<file path="config.mk">
export PLATFORM = sky130hd
export DESIGN_NAME = led_trail_pwm_flat
export DESIGN_NICKNAME = d
export VERILOG_FILES = /design/src/rtl/led_trail_pkg.sv /design/src/rtl/led_trail_pwm_if.sv /design/src/rtl/led_trail_pwm_channel.sv /design/src/rtl/led_trail_pwm.sv /design/src/flat_wrapper.sv
export SDC_FILE = /design/constraint.sdc
export NUM_CORES = 1
export LEC_CHECK = 0
export ABC_AREA = 1
export CAP_MARGIN = 30
export CORE_AREA = 4 4 116 118
export DETAILED_ROUTE_END_ITERATION = 10
export DIE_AREA = 0 0 120 122
export HOLD_SLACK_MARGIN = 0.08
export PLACE_DENSITY = 0.84
export SETUP_SLACK_MARGIN = 0.02
export SYNTH_ARGS = -nofsm -noshare
export SYNTH_HDL_FRONTEND = slang
export SYNTH_HIERARCHICAL = 1
export SYNTH_SLANG_ARGS = --single-unit
</file>
<file path="constraint.sdc">
create_clock -name sys_clk -period 4 [get_ports sys_clk]
set_clock_uncertainty 0.05 [all_clocks]
set_input_delay 0.8 -clock sys_clk [delete_from_list [all_inputs] [get_ports sys_clk]]
set_output_delay 0.8 -clock sys_clk [all_outputs]
set_load 0.02 [all_outputs]
</file>
<file path="src/rtl/led_trail_pkg.sv">
// Shared constants and the geometric fade step for the LED trail PWM stage.
package led_trail_pkg;

  localparam int unsigned BRIGHT_W_DEF = 8;
  localparam int unsigned NUM_LEDS_DEF = 6;
  localparam int unsigned BRIGHT_MAX   = (1 << BRIGHT_W_DEF) - 1;

  // Widened to 32 bits so any BRIGHT_W up to 32 can reuse it; never underflows.
  function automatic int unsigned decay_step(input int unsigned bright,
                                             input int unsigned shift);
    int unsigned drop;
    drop = bright >> shift;
    return (drop == 0) ? 0 : bright - drop;
  endfunction

endpackage

</file>
<file path="src/rtl/led_trail_pwm_if.sv">
// Scanner-to-LED-stage bus: head position in, active-low LED drive and PWM wrap out.
interface led_trail_pwm_if #(
  parameter int NUM_LEDS = 6,
  parameter int POS_W    = 3
);
  logic                pos_valid;
  logic [POS_W-1:0]    pos;
  logic [NUM_LEDS-1:0] led;
  logic                pwm_wrap;

  modport master (output pos_valid, pos, input led, pwm_wrap);
  modport slave  (input pos_valid, pos, output led, pwm_wrap);
endinterface

</file>
<file path="src/rtl/led_trail_pwm_channel.sv">
// One LED channel: brightness register with head load / geometric decay, PWM compare and
// registered active-low drive. Square-law level when LED_TRAIL_GAMMA_EN is defined.
module led_pwm_channel
  import led_trail_pkg::*;
#(
  parameter int unsigned BRIGHT_W    = BRIGHT_W_DEF,
  parameter int unsigned DECAY_SHIFT = 1
) (
  input  logic                sys_clk,
  input  logic                sys_rst,
  input  logic [BRIGHT_W-1:0] pwm_cnt,
  input  logic                decay_tick,
  input  logic                load_i,
  output logic                led
);

  logic [BRIGHT_W-1:0] bright;
  logic [BRIGHT_W-1:0] level;

  // A head load in the same cycle as a decay tick must leave the channel at full scale.
  always_ff @(posedge sys_clk or posedge sys_rst) begin
    if (sys_rst) begin
      bright <= '0;
    end else if (load_i) begin
      bright <= '1;
    end else if (decay_tick) begin
      bright <= BRIGHT_W'(decay_step(32'(bright), DECAY_SHIFT));
    end
  end

`ifdef LED_TRAIL_GAMMA_EN
  logic [2*BRIGHT_W-1:0] square;
  assign square = {{BRIGHT_W{1'b0}}, bright} * {{BRIGHT_W{1'b0}}, bright};

  always_ff @(posedge sys_clk or posedge sys_rst) begin
    if (sys_rst) begin
      level <= '0;
    end else begin
      level <= square[2*BRIGHT_W-1:BRIGHT_W];
    end
  end
`else
  assign level = bright;
`endif

  always_ff @(posedge sys_clk or posedge sys_rst) begin
    if (sys_rst) begin
      led <= 1'b1;
    end else begin
      led <= ~(level > pwm_cnt);
    end
  end

endmodule

</file>
<file path="src/rtl/led_trail_pwm.sv">
// LED scanner trail stage: head LED at full brightness, comet-tail fade, per-LED PWM.
// Define LED_TRAIL_GAMMA_EN for a square-law (perceptual) fade with one extra cycle of latency.
module led_trail_pwm
  import led_trail_pkg::*;
#(
  parameter int unsigned NUM_LEDS     = NUM_LEDS_DEF,
  parameter int unsigned POS_W        = 3,
  parameter int unsigned BRIGHT_W     = BRIGHT_W_DEF,
  parameter int unsigned DECAY_SHIFT  = 1,
  parameter int unsigned DECAY_CYCLES = 270000
) (
  input logic             sys_clk,
  input logic             sys_rst,
  led_trail_pwm_if.slave  bus
);

  localparam int unsigned DECAY_W = $clog2(DECAY_CYCLES);

  logic [BRIGHT_W-1:0] pwm_cnt;
  logic [DECAY_W-1:0]  decay_cnt;
  logic                decay_tick;
  logic [NUM_LEDS-1:0] load;
  logic [NUM_LEDS-1:0] led_q;
  logic                pwm_wrap_q;

  assign decay_tick = (decay_cnt == DECAY_W'(DECAY_CYCLES - 1));

  always_ff @(posedge sys_clk or posedge sys_rst) begin
    if (sys_rst) begin
      decay_cnt <= '0;
    end else if (decay_tick) begin
      decay_cnt <= '0;
    end else begin
      decay_cnt <= decay_cnt + 1'b1;
    end
  end

  // The wrap pulse is registered so it lines up with pwm_cnt == 0.
  always_ff @(posedge sys_clk or posedge sys_rst) begin
    if (sys_rst) begin
      pwm_cnt    <= '0;
      pwm_wrap_q <= 1'b0;
    end else begin
      pwm_cnt    <= pwm_cnt + 1'b1;
      pwm_wrap_q <= (pwm_cnt == '1);
    end
  end

  // Out-of-range positions match no channel and are therefore ignored.
  always_comb begin
    load = '0;
    if (bus.pos_valid) begin
      for (int i = 0; i < NUM_LEDS; i++) begin
        if (bus.pos == POS_W'(i)) begin
          load[i] = 1'b1;
        end
      end
    end
  end

  for (genvar i = 0; i < NUM_LEDS; i++) begin : g_ch
    led_pwm_channel #(
      .BRIGHT_W    (BRIGHT_W),
      .DECAY_SHIFT (DECAY_SHIFT)
    ) u_ch (
      .sys_clk    (sys_clk),
      .sys_rst    (sys_rst),
      .pwm_cnt    (pwm_cnt),
      .decay_tick (decay_tick),
      .load_i     (load[i]),
      .led        (led_q[i])
    );
  end

  assign bus.led      = led_q;
  assign bus.pwm_wrap = pwm_wrap_q;

endmodule
</file>
<file path="src/flat_wrapper.sv">
// flat-port wrapper written by rule: the top's interface ports become plain ports
module led_trail_pwm_flat import led_trail_pkg::*;
#(
  parameter int unsigned NUM_LEDS     = NUM_LEDS_DEF,
  parameter int unsigned POS_W        = 3,
  parameter int unsigned BRIGHT_W     = BRIGHT_W_DEF,
  parameter int unsigned DECAY_SHIFT  = 1,
  parameter int unsigned DECAY_CYCLES = 270000
)
  (sys_clk, sys_rst, bus_pos_valid, bus_pos, bus_led, bus_pwm_wrap);
  led_trail_pwm_if #(.NUM_LEDS(NUM_LEDS), .POS_W(POS_W)) bus_i ();
  input logic sys_clk;
  input logic sys_rst;
  input wire logic [$bits(bus_i.pos_valid)-1:0] bus_pos_valid;
  input wire logic [$bits(bus_i.pos)-1:0] bus_pos;
  output wire logic [$bits(bus_i.led)-1:0] bus_led;
  output wire logic [$bits(bus_i.pwm_wrap)-1:0] bus_pwm_wrap;
  assign bus_i.pos_valid = bus_pos_valid;
  assign bus_i.pos = bus_pos;
  assign bus_led = bus_i.led;
  assign bus_pwm_wrap = bus_i.pwm_wrap;
  led_trail_pwm #(.NUM_LEDS(NUM_LEDS), .POS_W(POS_W), .BRIGHT_W(BRIGHT_W), .DECAY_SHIFT(DECAY_SHIFT), .DECAY_CYCLES(DECAY_CYCLES)) u_core (.sys_clk(sys_clk), .sys_rst(sys_rst), .bus(bus_i));
endmodule
</file>
# --- Word level (Yosys, flattened, before mapping) ---
# Cells that the tools add are included.
op_classes:
  bitwise: 6
  n_eq_ne: 7
  n_lt_le_gt_ge: 6
  n_mux: 26
  mul: 0
  reduce_logical: 13
  n_addsub: 8
  n_shift: 0
  div_mod_pow: 0
op_table:
  columns: ["cell", "n"]
  rows:
  - ["logical NOT 32 bit", 6]
  - ["2-to-1 mux 8 bit", 18]
  - ["greater-than comparator 8 bit", 6]
  - ["subtractor 8 x 7 -> 8 bit", 6]
  - ["adder 19 x 1 -> 19 bit (second input constant)", 1]
  - ["equality test 19 bit (second input constant)", 1]
  - ["2-to-1 mux 19 bit", 1]
  - ["nonzero test 2 bit", 6]
  - ["adder 8 x 1 -> 8 bit (second input constant)", 1]
  - ["equality test 8 bit (second input constant)", 1]
  - ["equality test 3 x 2 -> 1 bit (second input constant)", 2]
  - ["equality test 3 bit (second input constant)", 2]
  - ["2-to-1 mux 1 bit", 6]
  - ["2-to-1 mux 6 bit", 1]
  - ["NOT 1 bit", 6]
  - ["equality test 3 x 1 -> 1 bit (second input constant)", 1]
  - ["logical NOT 3 bit", 1]
word_totals:
  n_memories: 0
  input_bits: 6
  elab_cells: 81
  register_bits: 82
  latchBits: 0
  rom_bits: 0
  ram_bits: 0

# --- Depth between registers and ports, before layout ---
# Gate-level depths: netlist (run 1).
logic_depth:
  word_depth: 4
  depth_mapped: 11
  depth_no_buf: 11

# --- By module ---
# Netlist (run 1), hierarchy kept.
by_module_without_submodules:
  columns: ["mod", "seq_area_each_um2", "area_each_um2", "cells_per_inst", "n_inst"]
  rows:
  - ["led_pwm_channel (u_core.g_ch[0].u_ch ...)", 226.5, 933.4, 134, 3]
  - ["led_pwm_channel (u_core.g_ch[4].u_ch ...)", 226.5, 932.1, 133, 2]
  - ["led_trail_pwm", 700.7, 1545.2, 193, 1]
  - ["led_pwm_channel (u_core.g_ch[2].u_ch)", 226.5, 933.4, 132, 1]

# --- Least setup slack after synthesis (run 1) ---
# No wires, ideal clock.
synth_path:
  path_type: "reg2reg"
  start: "reg u_core.decay_cnt[0]"
  end: "reg u_core.g_ch[0].u_ch.bright[3]"
  arrival_ns: 4.044
  stages_incl_launch_ff: 9
  n_path_buf: 0
  required_ns: 3.827
  slack_ns: -0.217
  synth_period_minus_slack_ns: 4.217
  cell_sequence: "dfrtp_1 ha_1 nand2_2 nor2_4 inv_1 nor4_1 inv_1 a21oi_1 nand2_1"
synth_via:
  elab_chain_cells: 2
synth_lines:
  columns: ["item", "line", "source"]
  rows:
  - ["from (decl)", "led_trail_pwm.sv:20", "logic [DECAY_W-1:0] decay_cnt;"]
  - ["from (signal assigned)", "led_trail_pwm.sv:34", "decay_cnt <= decay_cnt + 1'b1;"]
  - ["equality test 19 bit", "led_trail_pwm.sv:26", "assign decay_tick = (decay_cnt == DECAY_W'(DECAY_CYCLES - 1));"]
  - ["via u_core.decay_tick", "led_trail_pwm.sv:21", "logic decay_tick;"]
  - ["nonzero test 2 bit (no line)", null, null]
  - ["to (signal assigned)", "led_trail_pwm_channel.sv:27", "bright <= BRIGHT_W'(decay_step(32'(bright), DECAY_SHIFT));"]
  - ["to (decl)", "led_trail_pwm_channel.sv:17", "logic [BRIGHT_W-1:0] bright;"]
# The timed path passes the listed nets, and every way through them passes these cells.
# A chain may end at the register's enable or synchronous reset.

# --- Final worst setup path (run 1) ---
layout_path:
  start: "reg u_core.g_ch[3].u_ch.led"
  end: "out bus_led[3]"
layout_rtl:
  columns: ["item", "line", "source"]
  rows:
  - ["from (decl)", "led_trail_pwm_channel.sv:14", "output logic led"]
  - ["from (signal assigned)", "led_trail_pwm_channel.sv:50", "led <= ~(level > pwm_cnt);"]
  - ["to (decl)", "flat_wrapper.sv:16", "output wire logic [$bits(bus_i.led)-1:0] bus_led;"]
# No word-level cell between the ends.

==> impl_metrics.ini, run 1 <==
[logic_synthesis]
synth_warnings = 6
syn_inst = 993
netlist.area_leader.share_pct = 26.6
netlist_area_mm2 = 0.00714
synth-xor-area-share_pct = 2.94
ys_seq_area_share_pct = 28.8
yosys.area_share.simple_pct = 24.6
yosysTopAreaCell = dfrtp_1
ys_types = 28
postSynthAreaPerCell_um2 = 7.19
synth_top_family_by_area = simple AND/OR/NAND/NOR gates
synth_mux_area_share_pct = 0
synth_nets = 1121
ys_ff_latch = 82
synthAdderAreaFrac_pct = 22.0
yosys-top-cells-area = dfrtp_1, ha_1, nand2_1, inv_1, a21oi_1
synth_compound_area_share_pct = 9.70

[place]
io_buffers = 12
hpwl_mm = 11.7
gp_congestion = 0.902

[clocking]
cts_max_level = 3
post_cts.repair.setup_buffers = 0
numCtsBuffers = 9
clock_path_buffers = 2
ctsHoldBuffers = 0
clkSinkCount = 82
cts_tree = yes
clk_pin_slew_worst_paths_ns = 0.06
cts-root-buf = clkbuf_16
clk_latency_ns = 0.35
cts_resized = 0

[floorplanning]
chipHeight_um = 122
die_area_mm2 = 0.0146
die_x_um = 120
pin_count = 13
placement_rows = 41
core_mm2 = 0.0125
start_util_pct = 57.3

[timing]
finalSetupTns_ns = 0
maxSlewHeadroom_pct = 37.3
tightest_slew_ns = 0.934
drv_slew = 0
period_share_pct = 58.0
max_freq_mhz = 431
period_minus_slack_ns = 2.32
rsz0062_at_grt = false
finalHoldViolCount = 0
setup_violations = 0

[finish]
final_nets = 1145
post-route-util_pct = 62.7
seq_area_mm2 = 0.00206
fillers = 1104
area_growth_pct = 9.48
multiInputGateArea_mm2 = 0.00425
drive_gt1_share_pct = 5.77
insertedDiodeCount = 0

[critical_path]
crit_path_max_fanout = 1
cp_top_family = buffers and inverters
path_class = reg2out
worstPathArrival_ns = 1.47
worstPathCellList = clkdlybuf4s50_1
endpoint_kind = output pin
critPathRequiredTime_ns = 3.15
cpPeakStageDelay_ns = 0.59
critPathLaunchType = flip-flop
path_buf_inv = 1
cp_slowest_cell = clkdlybuf4s50_1

[pwr]
max-vdd-ir-drop_uv = 256
leakage_nw = 4.11
p_per_area_mw_per_mm2 = 218

[status]
status = finished clean

[route]
top_layer_used = met4
vias_per_cell = 5.24
met3_length_um = 571
routedWlPerCell_um = 12.8
met2WireLength_mm = 7.67
drc = 0
first_pass_iters = 5
totalWireLength_mm = 15.3
postRouteAntennaNets = 0
wl_met1_mm = 6.75
num_vias = 6259
drt_iter0_drc = 393

[job]
cap_violations = 0

[grt]
grt_max_degree = 31
grt_pass1_vias = 6093
grt_pass1_wl_mm = 26.6
grtUsageTotal_pct = 22.1
grt_overflow = 0
antenna_found_initial = 0

[hold_path]
hold_class = reg2reg
## cell usage in the layout, fill, tap and decap left out, types with 2 or more instances in the layout
master / count
a21oi_1: 77
clkbuf_16: 9
clkdlybuf4s50_1: 12
clkinv_2: 3
dfrtp_1: 76
dfstp_2: 6
fa_1: 6
ha_1: 116
inv_1: 211
inv_2: 12
nand2_1: 228
nand2_2: 4
nand3_1: 71
nand3_2: 2
nand4_1: 10
nor2_1: 85
nor2_2: 8
nor2_4: 2
nor3_1: 7
o211ai_1: 6
o21ai_0: 18
o21ai_2: 6
o221ai_1: 12
xnor2_1: 7
xor2_1: 17
## logic make-up after synthesis
group / count (synthesis)
flops: 82
fa+ha+maj: 122
simple gates: 419
xor+xnor: 24
buf+inv: 225
compound gates: 121
## routing by layer
metal	vias up	global-route usage, %
li1	3195	-
met4	0	7.02
met2	142	40.6
met5	-	0
met3	31	3.81
met1	2891	26.4
## final timing paths
kind / slack [ns] / endpoint / start / cells after the start
setup / recovery: 1.68 / bus_led[3] / u_core/g_ch[3].u_ch/led / 1
hold / removal: 0.44 / u_core/decay_cnt[0] / u_core/decay_cnt[0] / 1
setup reg to reg: 1.77 / u_core/g_ch[4].u_ch/bright[3] / u_core/decay_cnt[0] / 10
hold reg to reg: 0.44 / u_core/decay_cnt[0] / u_core/decay_cnt[0] / 1
max in group asynchronous: 2.64 / u_core/decay_cnt[10] / sys_rst / 3
min in group asynchronous: 0.86 / u_core/pwm_cnt[0] / sys_rst / 2
## layout make-up
class	count	share of cell area, %
flip-flops and latches	82	26.3
inverters	223	10.7
multi-input cells	686	54.3
clock inverters	5	0.688
clock buffers	11	3.10
well taps	172	2.75
repair buffers	15	2.08
## stage by stage
step / setup WS [ns] / instances / hold slack (ns) / power (mW) / area [um^2]
final: 1.68 / 1194 / 0.444 / 1.71 / 7820
after global routing: 1.50 / 1194 / 0.463 / 1.76 / 7820
after CTS: 1.67 / 1193 / 0.448 / 1.72 / 7810
after detailed placement: 1.35 / 1177 / 0.439 / 0.880 / 7520
after global placement: 1.39 / 1176 / 0.437 / 0.876 / 7490
after floorplan: 0.923 / 993 / 0.405 / 0.863 / 7150
## where the power goes
part | switching [mW] | internal [mW]
logic | 0.0257 | 0.00922
registers | 0 | 0.830
clock network | 0.345 | 0.499
total | 0.371 | 1.34
## flip-flops by register name, summed over array words and instances (netlist names)
name,flops
u_core/g_ch.u_ch/led,6
u_core/bus.pwm_wrap,1
u_core/g_ch.u_ch/bright,48
u_core/decay_cnt,19
u_core/pwm_cnt,8
## synth_stat cells (all sizes together)
| library cell | n |
|---|---|
| nand2 | 232 |
| inv | 223 |
| ha | 116 |
| nor2 | 95 |
| a21oi | 77 |
| dfrtp | 76 |
| nand3 | 73 |
| o21ai | 24 |
| xor2 | 17 |
| o221ai | 12 |
| nand4 | 10 |
| nor3 | 7 |
| xnor2 | 7 |
| dfstp | 6 |
| fa | 6 |
| o211ai | 6 |
| buf | 2 |
| a21o | 1 |
| nand3b | 1 |
| nor4 | 1 |
| o21bai | 1 |
Power figures use the tool's default switching activity.
==> run 2: changes to the inputs <==
Clock period 4 ns to 2 ns, I/O delays scaled along.
==> run 2 against run 1 <==
  * Worst hold slack better by 0.069 ns
  * Die area unchanged
  * Highest routed layer unchanged
  * Worst setup slack worse by 1.7 ns
  * Register-to-register slack worse by 1.8 ns
  * Clock power up 94%
  * Core utilization up 2.0 points
==> impl_metrics.ini, run 2 (synthesis results as in run 1) <==
[status]
status = finished clean

[clocking]
cts_max_level = 3
clkSinkCount = 82
clk_pin_slew_worst_paths_ns = 0.06
clock_path_buffers = 2
cts-root-buf = clkbuf_16
cts_tree = yes
clk_latency_ns = 0.35
numCtsBuffers = 9

[place]
postPlaceCellArea_mm2 = 0.00759
hpwl_mm = 11.8
gp_congestion = 0.915
io_buffers = 12
dp_slack_ns = 0.0794

[pwr]
intPower_mw = 2.67
p_total_mw = 3.37
pwr-share-clk_pct = 48.7
seqPwrFrac_pct = 49.3
p_per_area_mw_per_mm2 = 417
p_sw_mw = 0.695
leakage_nw = 4.23
switching_share_pct = 20.6
max-vdd-ir-drop_uv = 417
comb_power_share_pct = 2.0

[critical_path]
startpoint = u_core/decay_cnt[0]
worstPathArrival_ns = 2.17
reg2reg_from = u_core/decay_cnt[0]
worstPathCellList = ha_4 > nand2_4 > nor2_4 > inv_2 > nor4_4 > buf_4 > buf_12 > clkinvlp_4 > a21oi_1 > nand2_1
cp_slowest_cell = dfrtp_1
cpPeakStageDelay_ns = 0.38
critPathRequiredTime_ns = 2.18
critPathLaunchType = flip-flop
endpoint_kind = flip-flop
crit_path_max_fanout = 8
path_class = reg2reg

[finish]
layout_common_cells = nand2_1, inv_1, ha_1
largest_reg_flops = 48
final_nets = 1163
largestRegisters = u_core/g_ch.u_ch/bright (48), u_core/decay_cnt (19), u_core/pwm_cnt (8)
area_growth_pct = 13.0
largest-register = u_core/g_ch.u_ch/bright
layout_commonest_cell = nand2_1
final_cell_area_mm2 = 0.00807
drive_gt1_share_pct = 8.75
insertedDiodeCount = 0
fillers = 1042

[timing]
period_minus_slack_ns = 1.99
rsz0062_at_grt = true
drv_slew = 0
maxSlewHeadroom_pct = 65.1
setup_violations = 0
setup_ws_ns = 0.0129
finalHoldViolCount = 0
finalSetupTns_ns = 0
period_share_pct = 99.4
tightest_slew_ns = 0.522
max_freq_mhz = 503

[floorplanning]
pin_count = 13
core_mm2 = 0.0125
start_util_pct = 57.3
die_area_mm2 = 0.0146
placement_rows = 41
chipHeight_um = 122
die_x_um = 120

[route]
first_pass_iters = 5
num_vias = 6339
vias_per_cell = 5.23
routedWlPerCell_um = 13.4
drc = 0
drt_iter0_drc = 382
totalWireLength_mm = 16.3
postRouteAntennaNets = 0

[grt]
antenna_found_initial = 0
grtUsageTotal_pct = 22.1
grt_pass1_vias = 6010
grt_max_degree = 31
grt_overflow = 0
grt_pass1_wl_mm = 26.4

[job]
cap_violations = 0

[hold_path]
hold_start = u_core/decay_cnt[16]
hold_class = reg2reg
-- run 2: cell types whose count changed in the layout (fill, tap and decap cells not counted), moves of 2 or more --
cell and change:
o21ai_2 -4, clkbuf_1 +2, nand2_1 -2, a21oi_2 +11, a21oi_1 -11, buf_4 +17
o21ai_4 +4, o21ai_0 -6, inv_1 -2, o21ai_1 +6, clkbuf_16 +2
-- run 2: worst max-delay path, delay by kind of cell, from the launching register on --
kind | cells | cell delay [ns]
buf+inv | 4 | 0.60
simple gates | 4 | 0.53
flops | 1 | 0.38
fa+ha+maj | 1 | 0.16
compound gates | 1 | 0.16
-- run 2: final timing paths --
check / slack (ns) / end / depth (start not counted)
max: 0.01 / u_core/g_ch[0].u_ch/bright[7] / 10
min: 0.51 / u_core/decay_cnt[16] / 1
max reg2reg: 0.01 / u_core/g_ch[0].u_ch/bright[7] / 10
min reg2reg: 0.51 / u_core/decay_cnt[16] / 1
max in group asynchronous: 0.96 / u_core/decay_cnt[9] / 3
min in group asynchronous: 0.55 / u_core/g_ch[2].u_ch/bright[3] / 2
-- run 2: per-layer routing --
| layer | vias up | GRT usage [%] | wire length (um) |
|---|---|---|---|
| li1 | 3221 | - | - |
| met1 | 2930 | 27.4 | 7270 |
| met2 | 152 | 38.7 | 7970 |
| met3 | 36 | 3.76 | 644 |
| met4 | 0 | 8.02 | 370 |
| met5 | - | 0 | 0 |
-- run 2: cell type report --
class / count / area [um^2] / area share [%]
clock inverters: 3 / 40.0 / 0.496
well taps: 172 / 215 / 2.67
inverters: 223 / 841 / 10.4
flip-flops and latches: 82 / 2060 / 25.5
multi-input cells: 686 / 4340 / 53.8
repair buffers: 33 / 325 / 4.03
clock buffers: 13 / 250 / 3.10
-- run 2: per-stage QoR --
| step | hold slack, ns | util [%] | instances |
|---|---|---|---|
| detailed placement | 0.443 | 60.9 | 1188 |
| global route | 0.539 | 64.8 | 1212 |
| floorplan | 0.177 | - | 993 |
| CTS | 0.451 | 63.2 | 1204 |
| global placement | 0.421 | 60.9 | 1188 |
| finish | 0.513 | 64.8 | 1212 |
-- run 2: power by group through the flow --
stage          Sequential, mW  Clock (mW)  Combinational (mW)
2_1_floorplan            1.69           0              0.0375
3_3_place_gp             1.69           0              0.0677
3_5_place_dp             1.69           0              0.0694
4_1_cts                  1.66        1.67              0.0694
5_1_grt                  1.66        1.73              0.0778
6_report                 1.66        1.64              0.0681
-- run 2: timing repair --
item	in CTS	in global routing
hold buffers	0	0
setup endpoints to repair	0	38
resized for setup	0	26
buffers inserted	0	6
